[config.mk]
export PLATFORM = sky130hd
export DESIGN_NAME = ysyx_23060124_rf_wb_arbiter_flat
export DESIGN_NICKNAME = d
export VERILOG_FILES = /design/src/rtl/ysyx_23060124_rf_wb_arbiter_pkg.sv /design/src/rtl/ysyx_23060124_rf_wb_arbiter_if.sv /design/src/rtl/ysyx_23060124_rf_scoreboard.sv /design/src/rtl/ysyx_23060124_rf_wb_arbiter.sv /design/src/flat_wrapper.sv
export SDC_FILE = /design/constraint.sdc
export NUM_CORES = 1
export LEC_CHECK = 0
export ABC_AREA = 1
export BUFFER_PORTS_ARGS = -buffer_cell sky130_fd_sc_hd__buf_4
export CORE_ASPECT_RATIO = 1.5
export CORE_MARGIN = 2
export CORE_UTILIZATION = 50
export CTS_BUF_LIST = sky130_fd_sc_hd__clkbuf_8 sky130_fd_sc_hd__clkbuf_16
export DETAILED_ROUTE_END_ITERATION = 7
export PLACE_DENSITY = 0.8
export SLEW_MARGIN = 20
export SYNTH_ARGS = -nofsm -noshare
export SYNTH_HDL_FRONTEND = slang
export SYNTH_HIERARCHICAL = 1
export SYNTH_SLANG_ARGS = --single-unit
[constraint.sdc]
create_clock -name clk -period 4.1 [get_ports clk]
set_input_delay 0.41 -clock clk [delete_from_list [all_inputs] [get_ports clk]]
set_output_delay 0.41 -clock clk [all_outputs]
set_load 0.02 [all_outputs]
[src/rtl/ysyx_23060124_rf_wb_arbiter_pkg.sv]
// Shared widths, requester encoding and writeback payload type for the
// register-file writeback arbiter.
package ysyx_23060124_rf_wb_arbiter_pkg;

  localparam int unsigned ISA_WIDTH = 32;
  localparam int unsigned REG_ADDR  = 5;
  localparam int unsigned REG_NUM   = 32;

  typedef logic [REG_ADDR-1:0]  reg_idx_t;
  typedef logic [ISA_WIDTH-1:0] word_t;

  typedef enum logic {
    REQ_EXU = 1'b0,
    REQ_LSU = 1'b1
  } req_e;

  typedef struct packed {
    reg_idx_t rd;
    word_t    data;
  } wb_req_t;

endpackage

[src/rtl/ysyx_23060124_rf_wb_arbiter_if.sv]
// Writeback, issue-query and register-file write-port signals of the arbiter.
// master = pipeline/register-file side, slave = arbiter.
interface ysyx_23060124_rf_wb_arbiter_if;
  import ysyx_23060124_rf_wb_arbiter_pkg::*;

  logic     i_exu_valid;
  reg_idx_t i_exu_rd;
  word_t    i_exu_data;
  logic     o_exu_ready;

  logic     i_lsu_valid;
  reg_idx_t i_lsu_rd;
  word_t    i_lsu_data;
  logic     o_lsu_ready;

  logic     i_issue_valid;
  reg_idx_t i_issue_rd;
  logic     o_issue_ready;
  reg_idx_t i_raddr1;
  reg_idx_t i_raddr2;
  logic     o_hazard;
  logic     i_flush;

  logic     o_rf_wen;
  reg_idx_t o_rf_waddr;
  word_t    o_rf_wdata;

  modport slave (
    input  i_exu_valid, i_exu_rd, i_exu_data,
    input  i_lsu_valid, i_lsu_rd, i_lsu_data,
    input  i_issue_valid, i_issue_rd, i_raddr1, i_raddr2, i_flush,
    output o_exu_ready, o_lsu_ready, o_issue_ready, o_hazard,
    output o_rf_wen, o_rf_waddr, o_rf_wdata
  );

  modport master (
    output i_exu_valid, i_exu_rd, i_exu_data,
    output i_lsu_valid, i_lsu_rd, i_lsu_data,
    output i_issue_valid, i_issue_rd, i_raddr1, i_raddr2, i_flush,
    input  o_exu_ready, o_lsu_ready, o_issue_ready, o_hazard,
    input  o_rf_wen, o_rf_waddr, o_rf_wdata
  );

endinterface

[src/rtl/ysyx_23060124_rf_scoreboard.sv]
// Per-register busy scoreboard: set on issue, cleared when the register file
// actually takes the write, wiped by flush. Index 0 is never busy.
module ysyx_23060124_rf_scoreboard
  import ysyx_23060124_rf_wb_arbiter_pkg::*;
(
  input  logic     clk,
  input  logic     i_rst,
  input  logic     i_issue_valid,
  input  reg_idx_t i_issue_rd,
  input  reg_idx_t i_raddr1,
  input  reg_idx_t i_raddr2,
  input  logic     i_flush,
  input  logic     i_clr_en,
  input  reg_idx_t i_clr_addr,
  output logic     o_issue_ready,
  output logic     o_hazard
);

  logic [REG_NUM-1:0] busy_q;
  logic [REG_NUM-1:0] busy_d;
  logic               set_en;

  assign o_issue_ready = ~busy_q[i_issue_rd];
  assign o_hazard      = busy_q[i_raddr1] | busy_q[i_raddr2];
  assign set_en        = i_issue_valid & o_issue_ready & (i_issue_rd != '0);

  // Flush wins over a same-cycle issue; WAW blocking keeps set/clear disjoint.
  always_comb begin
    busy_d = busy_q;
    if (i_flush) begin
      busy_d = '0;
    end else begin
      if (set_en)   busy_d[i_issue_rd] = 1'b1;
      if (i_clr_en) busy_d[i_clr_addr] = 1'b0;
    end
    busy_d[0] = 1'b0;
  end

  always_ff @(posedge clk or posedge i_rst) begin
    if (i_rst) busy_q <= '0;
    else       busy_q <= busy_d;
  end

endmodule

[src/rtl/ysyx_23060124_rf_wb_arbiter.sv]
// Round-robin arbiter sharing the single register-file write port between
// EXU and LSU writeback, with a registered write stage and busy scoreboard.
module ysyx_23060124_rf_wb_arbiter
  import ysyx_23060124_rf_wb_arbiter_pkg::*;
(
  input  logic                             clk,
  input  logic                             i_rst,
  ysyx_23060124_rf_wb_arbiter_if.slave     bus
);

  req_e    ptr_q, ptr_d;
  logic    wen_q, wen_d;
  wb_req_t wr_q,  wr_d;
  logic    exu_gnt, lsu_gnt;

  assign bus.o_exu_ready = exu_gnt;
  assign bus.o_lsu_ready = lsu_gnt;
  assign bus.o_rf_wen    = wen_q;
  assign bus.o_rf_waddr  = wr_q.rd;
  assign bus.o_rf_wdata  = wr_q.data;

  // Pointer only advances after a contended grant; rd=0 is accepted but not written.
  always_comb begin
    ptr_d   = ptr_q;
    exu_gnt = 1'b0;
    lsu_gnt = 1'b0;
    wen_d   = 1'b0;
    wr_d    = wr_q;

    if (bus.i_exu_valid && bus.i_lsu_valid) begin
      if (ptr_q == REQ_EXU) begin
        exu_gnt = 1'b1;
        ptr_d   = REQ_LSU;
      end else begin
        lsu_gnt = 1'b1;
        ptr_d   = REQ_EXU;
      end
    end else begin
      exu_gnt = bus.i_exu_valid;
      lsu_gnt = bus.i_lsu_valid;
    end

    if (exu_gnt) begin
      wr_d  = '{rd: bus.i_exu_rd, data: bus.i_exu_data};
      wen_d = (bus.i_exu_rd != '0);
    end else if (lsu_gnt) begin
      wr_d  = '{rd: bus.i_lsu_rd, data: bus.i_lsu_data};
      wen_d = (bus.i_lsu_rd != '0);
    end
  end

  always_ff @(posedge clk or posedge i_rst) begin
    if (i_rst) begin
      ptr_q <= REQ_EXU;
      wen_q <= 1'b0;
      wr_q  <= '0;
    end else begin
      ptr_q <= ptr_d;
      wen_q <= wen_d;
      wr_q  <= wr_d;
    end
  end

  ysyx_23060124_rf_scoreboard u_scoreboard (
    .clk           (clk),
    .i_rst         (i_rst),
    .i_issue_valid (bus.i_issue_valid),
    .i_issue_rd    (bus.i_issue_rd),
    .i_raddr1      (bus.i_raddr1),
    .i_raddr2      (bus.i_raddr2),
    .i_flush       (bus.i_flush),
    .i_clr_en      (wen_q),
    .i_clr_addr    (wr_q.rd),
    .o_issue_ready (bus.o_issue_ready),
    .o_hazard      (bus.o_hazard)
  );

endmodule

[src/flat_wrapper.sv]
// flat-port wrapper written by rule: the top's interface ports become plain ports
module ysyx_23060124_rf_wb_arbiter_flat import ysyx_23060124_rf_wb_arbiter_pkg::*;
  (clk, i_rst, bus_i_exu_valid, bus_i_exu_rd, bus_i_exu_data, bus_i_lsu_valid, bus_i_lsu_rd, bus_i_lsu_data, bus_i_issue_valid, bus_i_issue_rd, bus_i_raddr1, bus_i_raddr2, bus_i_flush, bus_o_exu_ready, bus_o_lsu_ready, bus_o_issue_ready, bus_o_hazard, bus_o_rf_wen, bus_o_rf_waddr, bus_o_rf_wdata);
  ysyx_23060124_rf_wb_arbiter_if bus_i ();
  input  logic clk;
  input  logic i_rst;
  input wire logic [$bits(bus_i.i_exu_valid)-1:0] bus_i_exu_valid;
  input wire logic [$bits(bus_i.i_exu_rd)-1:0] bus_i_exu_rd;
  input wire logic [$bits(bus_i.i_exu_data)-1:0] bus_i_exu_data;
  input wire logic [$bits(bus_i.i_lsu_valid)-1:0] bus_i_lsu_valid;
  input wire logic [$bits(bus_i.i_lsu_rd)-1:0] bus_i_lsu_rd;
  input wire logic [$bits(bus_i.i_lsu_data)-1:0] bus_i_lsu_data;
  input wire logic [$bits(bus_i.i_issue_valid)-1:0] bus_i_issue_valid;
  input wire logic [$bits(bus_i.i_issue_rd)-1:0] bus_i_issue_rd;
  input wire logic [$bits(bus_i.i_raddr1)-1:0] bus_i_raddr1;
  input wire logic [$bits(bus_i.i_raddr2)-1:0] bus_i_raddr2;
  input wire logic [$bits(bus_i.i_flush)-1:0] bus_i_flush;
  output wire logic [$bits(bus_i.o_exu_ready)-1:0] bus_o_exu_ready;
  output wire logic [$bits(bus_i.o_lsu_ready)-1:0] bus_o_lsu_ready;
  output wire logic [$bits(bus_i.o_issue_ready)-1:0] bus_o_issue_ready;
  output wire logic [$bits(bus_i.o_hazard)-1:0] bus_o_hazard;
  output wire logic [$bits(bus_i.o_rf_wen)-1:0] bus_o_rf_wen;
  output wire logic [$bits(bus_i.o_rf_waddr)-1:0] bus_o_rf_waddr;
  output wire logic [$bits(bus_i.o_rf_wdata)-1:0] bus_o_rf_wdata;
  assign bus_i.i_exu_valid = bus_i_exu_valid;
  assign bus_i.i_exu_rd = bus_i_exu_rd;
  assign bus_i.i_exu_data = bus_i_exu_data;
  assign bus_i.i_lsu_valid = bus_i_lsu_valid;
  assign bus_i.i_lsu_rd = bus_i_lsu_rd;
  assign bus_i.i_lsu_data = bus_i_lsu_data;
  assign bus_i.i_issue_valid = bus_i_issue_valid;
  assign bus_i.i_issue_rd = bus_i_issue_rd;
  assign bus_i.i_raddr1 = bus_i_raddr1;
  assign bus_i.i_raddr2 = bus_i_raddr2;
  assign bus_i.i_flush = bus_i_flush;
  assign bus_o_exu_ready = bus_i.o_exu_ready;
  assign bus_o_lsu_ready = bus_i.o_lsu_ready;
  assign bus_o_issue_ready = bus_i.o_issue_ready;
  assign bus_o_hazard = bus_i.o_hazard;
  assign bus_o_rf_wen = bus_i.o_rf_wen;
  assign bus_o_rf_waddr = bus_i.o_rf_waddr;
  assign bus_o_rf_wdata = bus_i.o_rf_wdata;
  ysyx_23060124_rf_wb_arbiter u_core (.clk(clk), .i_rst(i_rst), .bus(bus_i));
endmodule
==> results of run 1 <==
[state kept, by name, indices dropped and copies added (netlist names)]
name                        flops
u_core/u_scoreboard/busy_q     31
u_core/bus.o_rf_wdata          32
u_core/bus.o_rf_waddr           5
u_core/ptr_q                    1
u_core/bus.o_rf_wen             1
[cell usage in the layout (no fill, tap or decap), drive strengths merged]
cell	count
nor3	8
o211ai	6
nand3	98
a221oi	1
nand2	351
buf	141
clkbuf	9
a21oi	54
o21ai	65
dfrtp	70
clkinv	4
o311ai	1
inv	99
bufinv	1
nand4	2
nand3b	1
nor2	41
[synth_stat cells, types with 4 or more instances]
master	instances	area (sq um)
sky130_fd_sc_hd__nor3_1	8	40.04
sky130_fd_sc_hd__nor2_2	4	25.02
sky130_fd_sc_hd__nor2_1	36	135.1
sky130_fd_sc_hd__nand3_1	98	490.5
sky130_fd_sc_hd__buf_2	18	90.09
sky130_fd_sc_hd__buf_6	4	45.04
sky130_fd_sc_hd__buf_4	8	60.06
sky130_fd_sc_hd__inv_1	96	360.4
sky130_fd_sc_hd__o21ai_0	64	320.3
sky130_fd_sc_hd__o211ai_1	6	45.04
sky130_fd_sc_hd__a21oi_1	54	270.3
sky130_fd_sc_hd__clkbuf_1	14	52.55
sky130_fd_sc_hd__dfrtp_1	70	1752
sky130_fd_sc_hd__nand2_1	350	1314
[power groups by stage]
stage               Sequential (uW)  Clock, uW  Combinational [uW]
floorplan                       934          0                 421
finish                          873        739                 764
global placement                880          0                 750
global route                    886        781                 853
CTS                             872        751                 762
detailed placement              881          0                 757
[worst max-delay path: cells and delay by family]
family                 cells  cell delay, ns
AND/OR/NAND/NOR            5            1.13
buffers and inverters      4            0.37
[through the flow]
step,area (sq um),hold slack (ns)
floorplan,5070,0.4985
global placement,6032,0.4927
detailed placement,6032,0.4944
CTS,6315,0.1911
global route,6315,0.2165
finish,6315,0.1723
[routing by layer]
layer / vias to the layer above / part of all wire, % / GRT usage (%)
met4: 0 / 3.0 / 13.42
met1: 2573 / 38 / 33.79
li1: 2860 / - / -
met3: 37 / 8.8 / 6.331
met2: 278 / 51 / 48.34
met5: - / 0 / 0
[worst paths after layout]
kind | startpoint | endpoint | slack (ns) | cells past startpoint
setup / recovery | bus_i_issue_rd[2] | bus_o_issue_ready | 1.78 | 9
hold / removal | i_rst | u_core/u_scoreboard/busy_q[22] | 0.17 | 3
setup reg to reg | u_core/u_scoreboard/busy_q[20] | u_core/u_scoreboard/busy_q[6] | 1.90 | 11
hold reg to reg | u_core/bus.o_rf_wdata[11] | u_core/bus.o_rf_wdata[11] | 0.51 | 2
max in group asynchronous | i_rst | u_core/bus.o_rf_wdata[25] | 3.55 | 3
min in group clk | bus_i_lsu_valid | u_core/ptr_q | 0.35 | 3
[cell type report]
type / instances / area [sq um] / area share (%)
Timing Repair Buffer: 141 / 1059 / 16.76
Multi-Input combinational cell: 628 / 2711 / 42.94
Clock inverter: 7 / 57.56 / 0.9114
Tap cell: 117 / 146.4 / 2.318
Sequential cell: 70 / 1752 / 27.74
Inverter: 97 / 364.1 / 5.766
Clock buffer: 9 / 225.2 / 3.566
[logic make-up after synthesis]
group,count (synthesis)
AO/OA/AOI/OAI,127
buffers and inverters,141
flip-flops,70
AND/OR/NAND/NOR,501
==> run summary, run 1 <==
post-route DRC violation count - 0
floorplan die area - 10980 sq um
max-slew violation count - 0
CTS tree - yes
total half-perimeter wirelength after legalization and detailed placement - 11.27 mm
count of distinct cell types in the synthesized netlist - 23
data arrival time of the critical path - 1.91 ns
count of boundary I/O pins - 137
Placed Instances - 1053
area of the core region - 10020 sq um
post-synthesis adder-cell area fraction - 0%
number of antenna violations at the first check in global routing - 0
top flip-flop cell by instance count after synthesis - sky130_fd_sc_hd__dfrtp_1
share of the core filled with cells - 63.01%
site row count - 45
fill cell count - 944
master cell of the clock root buffer - sky130_fd_sc_hd__clkbuf_16
Tcrit/Tclk final - 56.67%
antenna cell count - 0
sum of overflow across all layers after global routing - 0
sw frac - 35.18%
global-route wire length before repair - 25.19 mm
final-report hold violation count - 0
crit end category - output pin
detailed-route vias per instance - 5.377
Pwr Density - 376.4 nW/um^2
slew at the pin closest to its max-slew limit - 0.8458 ns
combinational family with the most area after synthesis - simple AND/OR/NAND/NOR gates
Clock Sinks - 70
clock tree buffer depth - 2
required time at the endpoint of the critical path - 3.69 ns
Nets - 1042
via count of the first global-routing pass - 5280
number of DRC markers in iteration 0 - 556
Cell Chain, Critical Path - buf_4 -> inv_1 -> nor3_1 -> nand2_1 -> nand2_1 -> nor2_2 -> nand2_2 -> inv_1 -> buf_4
fraction of synthesized area in multiplexers - 0%
share of synthesized area occupied by flip-flops and latches - 34.55%
final weighted congestion in routability-driven placement - 1.006
total of warnings raised by yosys - 6
height of the chip - 127.3 um
vias post-DR - 5748
RSZ-0062 raised after global routing - no
# Max-Cap Violations - 0
synth-to-layout area growth - 24.56%
Setup WS pre-CTS - 1.558 ns
critical path start-end classification - input port to output pin
wire length after detailed routing - 15.41 mm
number of CTS-inserted buffers - 9
count of hold-fix buffers inserted at cts - 0
#FFs+latches synth - 70
post-CTS repair timing setup buffer count - 0
maximum number of pins on one net before global-route repair - 43
clock slew seen by the registers of the worst setup and hold paths - 0.05 ns
Leak Pwr - 0.003616 uW
synthesized area divided by synthesized cell count - 6.043 sq um
number of port buffers - 136
post-route non-filler standard cell count - 1069
xor/xnor share of the synthesized area - 0%
share of synthesized registers carrying an async set or reset - 100.0%
worst clock skew on the final layout - 0.004366 ns
VDD IR-drop max - 0.2416 mV
Net Sw Power - 836.2 uW
maximum operating frequency - 430.4 MHz
clock latency reported for the late side of the worst-skew pair - 0.33 ns
cell count after synthesis - 839
Post-CTS Resized - 0
Overall Power - 2377 uW
Worst Setup Slack, final - 1.776 ns
count of flip-flops with a built-in enable after synthesis - 0
classification of the worst-slack hold path - input port to asynchronous set/reset pin
worst-path maximum fanout - 5
Clk pwr share - 31.1%
worst rel slew slack - 43.48%
share of final-layout standard cells stronger than drive strength 1 - 17.33%
Slowest-stage cell, CP - sky130_fd_sc_hd__nor3_1
Die W - 86.22 um
proportion of power drawn by flip-flops and latches - 36.7%
cell internal pwr - 1541 uW
antenna-violating nets left - 0
Max H-tree Level - 3
All-Layer GR Usage - 28.43%
complex-gate fraction of the synthesized area - 12.98%
routed length per placed instance - 14.42 um
Simple-Gate Fraction of Synth Area - 40.40%
number of nets produced by synthesis - 934
combinational fraction of design power - 32.2%
Worst setup SP type - input port
shortest period the worst path allows - 2.324 ns
result of the run - completed
setup-violating endpoint count in the final report - 0
Setup TNS - 0 ns
mapped cell area - 5070 sq um
Pre-antenna DRT Iters - 5
starting utilization of the core area - 50.59%
max incr delay on CP - 0.66 ns
Power figures use the tool's default switching activity.
==> run 2, diff against run 1 <==
- CORE_UTILIZATION: 50 -> 49
- PLACE_DENSITY: 0.8 -> 0.81
- clock period: 4.1 -> 2 ns (I/O delays scaled with it)
==> run summary, run 2 (synthesized netlist as in run 1, its figures left out) <==
result of the run - completed
CTS tree - yes
global-route wire length before repair - 24.95 mm (-0.93%)
number of antenna violations at the first check in global routing - 0 (unchanged)
master cell of the clock root buffer - sky130_fd_sc_hd__clkbuf_16
hold path cells - 2
worst clock skew on the final layout - 0.006250 ns (+0.001884 ns)
required time at the endpoint of the critical path - 1.80 ns (-1.89 ns)
wire length after detailed routing - 15.31 mm (-0.70%)
number of port buffers - 136 (unchanged)
clock slew seen by the registers of the worst setup and hold paths - 0.05 ns (about the same)
VDD IR-drop max - 0.5404 mV (+120%)
RSZ-0062 raised after global routing - no
# Max-Cap Violations - 0 (unchanged)
Setup TNS - 0 ns (unchanged)
count of boundary I/O pins - 137 (unchanged)
maximum operating frequency - 530.8 MHz
GR Layer Usage met3 - 6.222% (-0.11 points)
max-slew violation count - 0 (unchanged)
reg-to-reg slack, setup - 0.24 ns (-1.66 ns)
Worst Setup Slack, final - 0.1161 ns (-1.660 ns)
Pwr Density - 749.8 nW/um^2 (+99%)
fill cell count - 919 (-2.6%)
gr busiest metal - met2
clock tree buffer depth - 2 (unchanged)
number of flip-flops in the largest register - 32 (unchanged)
Nets - 1064 (+2.1%)
worst rel slew slack - 66.56% (+23 points)
area of the core region - 10080 sq um (+0.56%)
critical path start-end classification - flip-flop to output pin
post-route DRC violation count - 0 (unchanged)
Pre-antenna DRT Iters - 5 (unchanged)
routed length per placed instance - 14.05 um (-2.5%)
Tcrit/Tclk final - 94.20%
via count of the first global-routing pass - 5342 (+1.2%)
Leak Pwr - 0.003746 uW (+3.6%)
antenna-violating nets left - 0 (unchanged)
Setup WS pre-CTS - 0.1633 ns (-1.394 ns)
met1 Track Usage GR - 32.31% (-1.5 points)
Die W - 87.05 um (+0.96%)
shortest period the worst path allows - 1.884 ns
endpoint with the worst hold slack - u_core/ptr_q
share of final-layout standard cells stronger than drive strength 1 - 19.03% (+1.7 points)
setup-violating endpoint count in the final report - 0 (unchanged)
crit end category - output pin
Max H-tree Level - 3 (unchanged)
All-Layer GR Usage - 27.93% (-0.50 points)
classification of the worst-slack hold path - input port to flip-flop
Worst setup SP type - flip-flop
worst reg2reg endpoint - u_core/u_scoreboard/busy_q[10]
total half-perimeter wirelength after legalization and detailed placement - 11.56 mm (+2.6%)
site row count - 45 (unchanged)
number of DRC markers in iteration 0 - 401 (-28%)
maximum number of pins on one net before global-route repair - 40 (-7.0%)
clock latency reported for the late side of the worst-skew pair - 0.33 ns (about the same)
most frequent cells in the layout - sky130_fd_sc_hd__nand2_1, sky130_fd_sc_hd__buf_4, sky130_fd_sc_hd__nand3_1, sky130_fd_sc_hd__inv_1, sky130_fd_sc_hd__dfrtp_1
height of the chip - 128.6 um (+0.99%)
data arrival time of the critical path - 1.68 ns (-0.23 ns)
number of CTS-inserted buffers - 9 (unchanged)
count of cells along the worst register-to-register path - 13 (+2)
detailed-route vias per instance - 5.350 (-0.50%)
worst-path maximum fanout - 3 (-2)
synth-to-layout area growth - 29.20%
sum of overflow across all layers after global routing - 0 (unchanged)
vias post-DR - 5826 (+1.4%)
starting utilization of the core area - 50.30% (-0.28 points)
Clock Sinks - 70 (unchanged)
startpoint of the lowest-slack hold path - bus_i_exu_valid
met2 usage - 48.85% (+0.52 points)
final weighted congestion in routability-driven placement - 0.9493 (-5.6%)
final-report hold violation count - 0 (unchanged)
commonest non-fill, non-tap cell in the layout - sky130_fd_sc_hd__nand2_1
slew at the pin closest to its max-slew limit - 0.4998 ns (-0.3459 ns)
antenna cell count - 0 (unchanged)
floorplan die area - 11190 sq um (+2.0%)
beginning of the worst register-to-register path - u_core/u_scoreboard/busy_q[20]
==> run 2: cell types whose count changed in the layout (fill, tap and decap cells not counted), sizes merged <==
cell,previous run,this run
buf,141,162
clkbuf,9,12
clkinv,4,1
bufinv,1,0
dlygate4sd3,0,1
inv,99,98
==> run 2: layer usage <==
layer,up-vias,wire length [um]
met5,-,0
met4,0,474
met3,38,1247
met2,277,7763
met1,2607,5820
li1,2904,-
==> run 2: worst max path at each step <==
stage	cells after the start	end	startpoint
after floorplan	8	bus_o_hazard	bus_i_raddr2[0]
after global placement	14	u_core/u_scoreboard/busy_q[28]	bus_i_issue_rd[0]
after detailed placement	15	u_core/u_scoreboard/busy_q[5]	bus_i_issue_rd[0]
after CTS	9	bus_o_hazard	u_core/u_scoreboard/busy_q[25]
after global routing	7	bus_o_hazard	u_core/u_scoreboard/busy_q[18]
final	7	bus_o_hazard	u_core/u_scoreboard/busy_q[18]
==> run 2: repair_timing <==
action	CTS	global route
endpoints found under the hold margin	31	0
hold buffers	1	0
setup buffers	0	1
gates resized for setup	0	2
setup endpoints to repair	0	1
==> run 2: stage by stage <==
stage                     instances  total power [uW]  utilization, %  area, sq um  hold WS [ns]
final                          1089              4911           64.99         6550       0.09717
after global routing           1089              5204           64.99         6550        0.1169
after CTS                      1088              4924           64.92         6543       0.08707
after detailed placement       1073              3427           62.09         6257        0.3244
after global placement         1073              3411           62.09         6257        0.3218
after floorplan                 839              2777               -         5070        0.3035
==> run 2: cell type report <==
class | instances | area [sq um] | area share [%]
clock buffer | 12 | 266.5 | 4.069
clock inverter | 2 | 8.758 | 0.1337
inverter | 97 | 364.1 | 5.559
multi-input combinational | 628 | 2711 | 41.39
sequential | 70 | 1752 | 26.74
tap | 117 | 146.4 | 2.235
timing repair buffer | 163 | 1301 | 19.87
==> run 2: worst max-delay path, cell delays in order, from the launching register on <==
cell and delay, ns:
sky130_fd_sc_hd__dfrtp_1 0.40, sky130_fd_sc_hd__inv_1 0.11, sky130_fd_sc_hd__o21ai_0 0.09, sky130_fd_sc_hd__a221oi_1 0.37, sky130_fd_sc_hd__o21ai_0 0.12, sky130_fd_sc_hd__nand2_1 0.07, sky130_fd_sc_hd__nand2_1 0.04, sky130_fd_sc_hd__buf_4 0.15
==> run 2: where the power goes <==
part | internal [uW] | switching [uW]
logic | 664 | 976
registers | 1610 | 175
clock network | 920 | 564
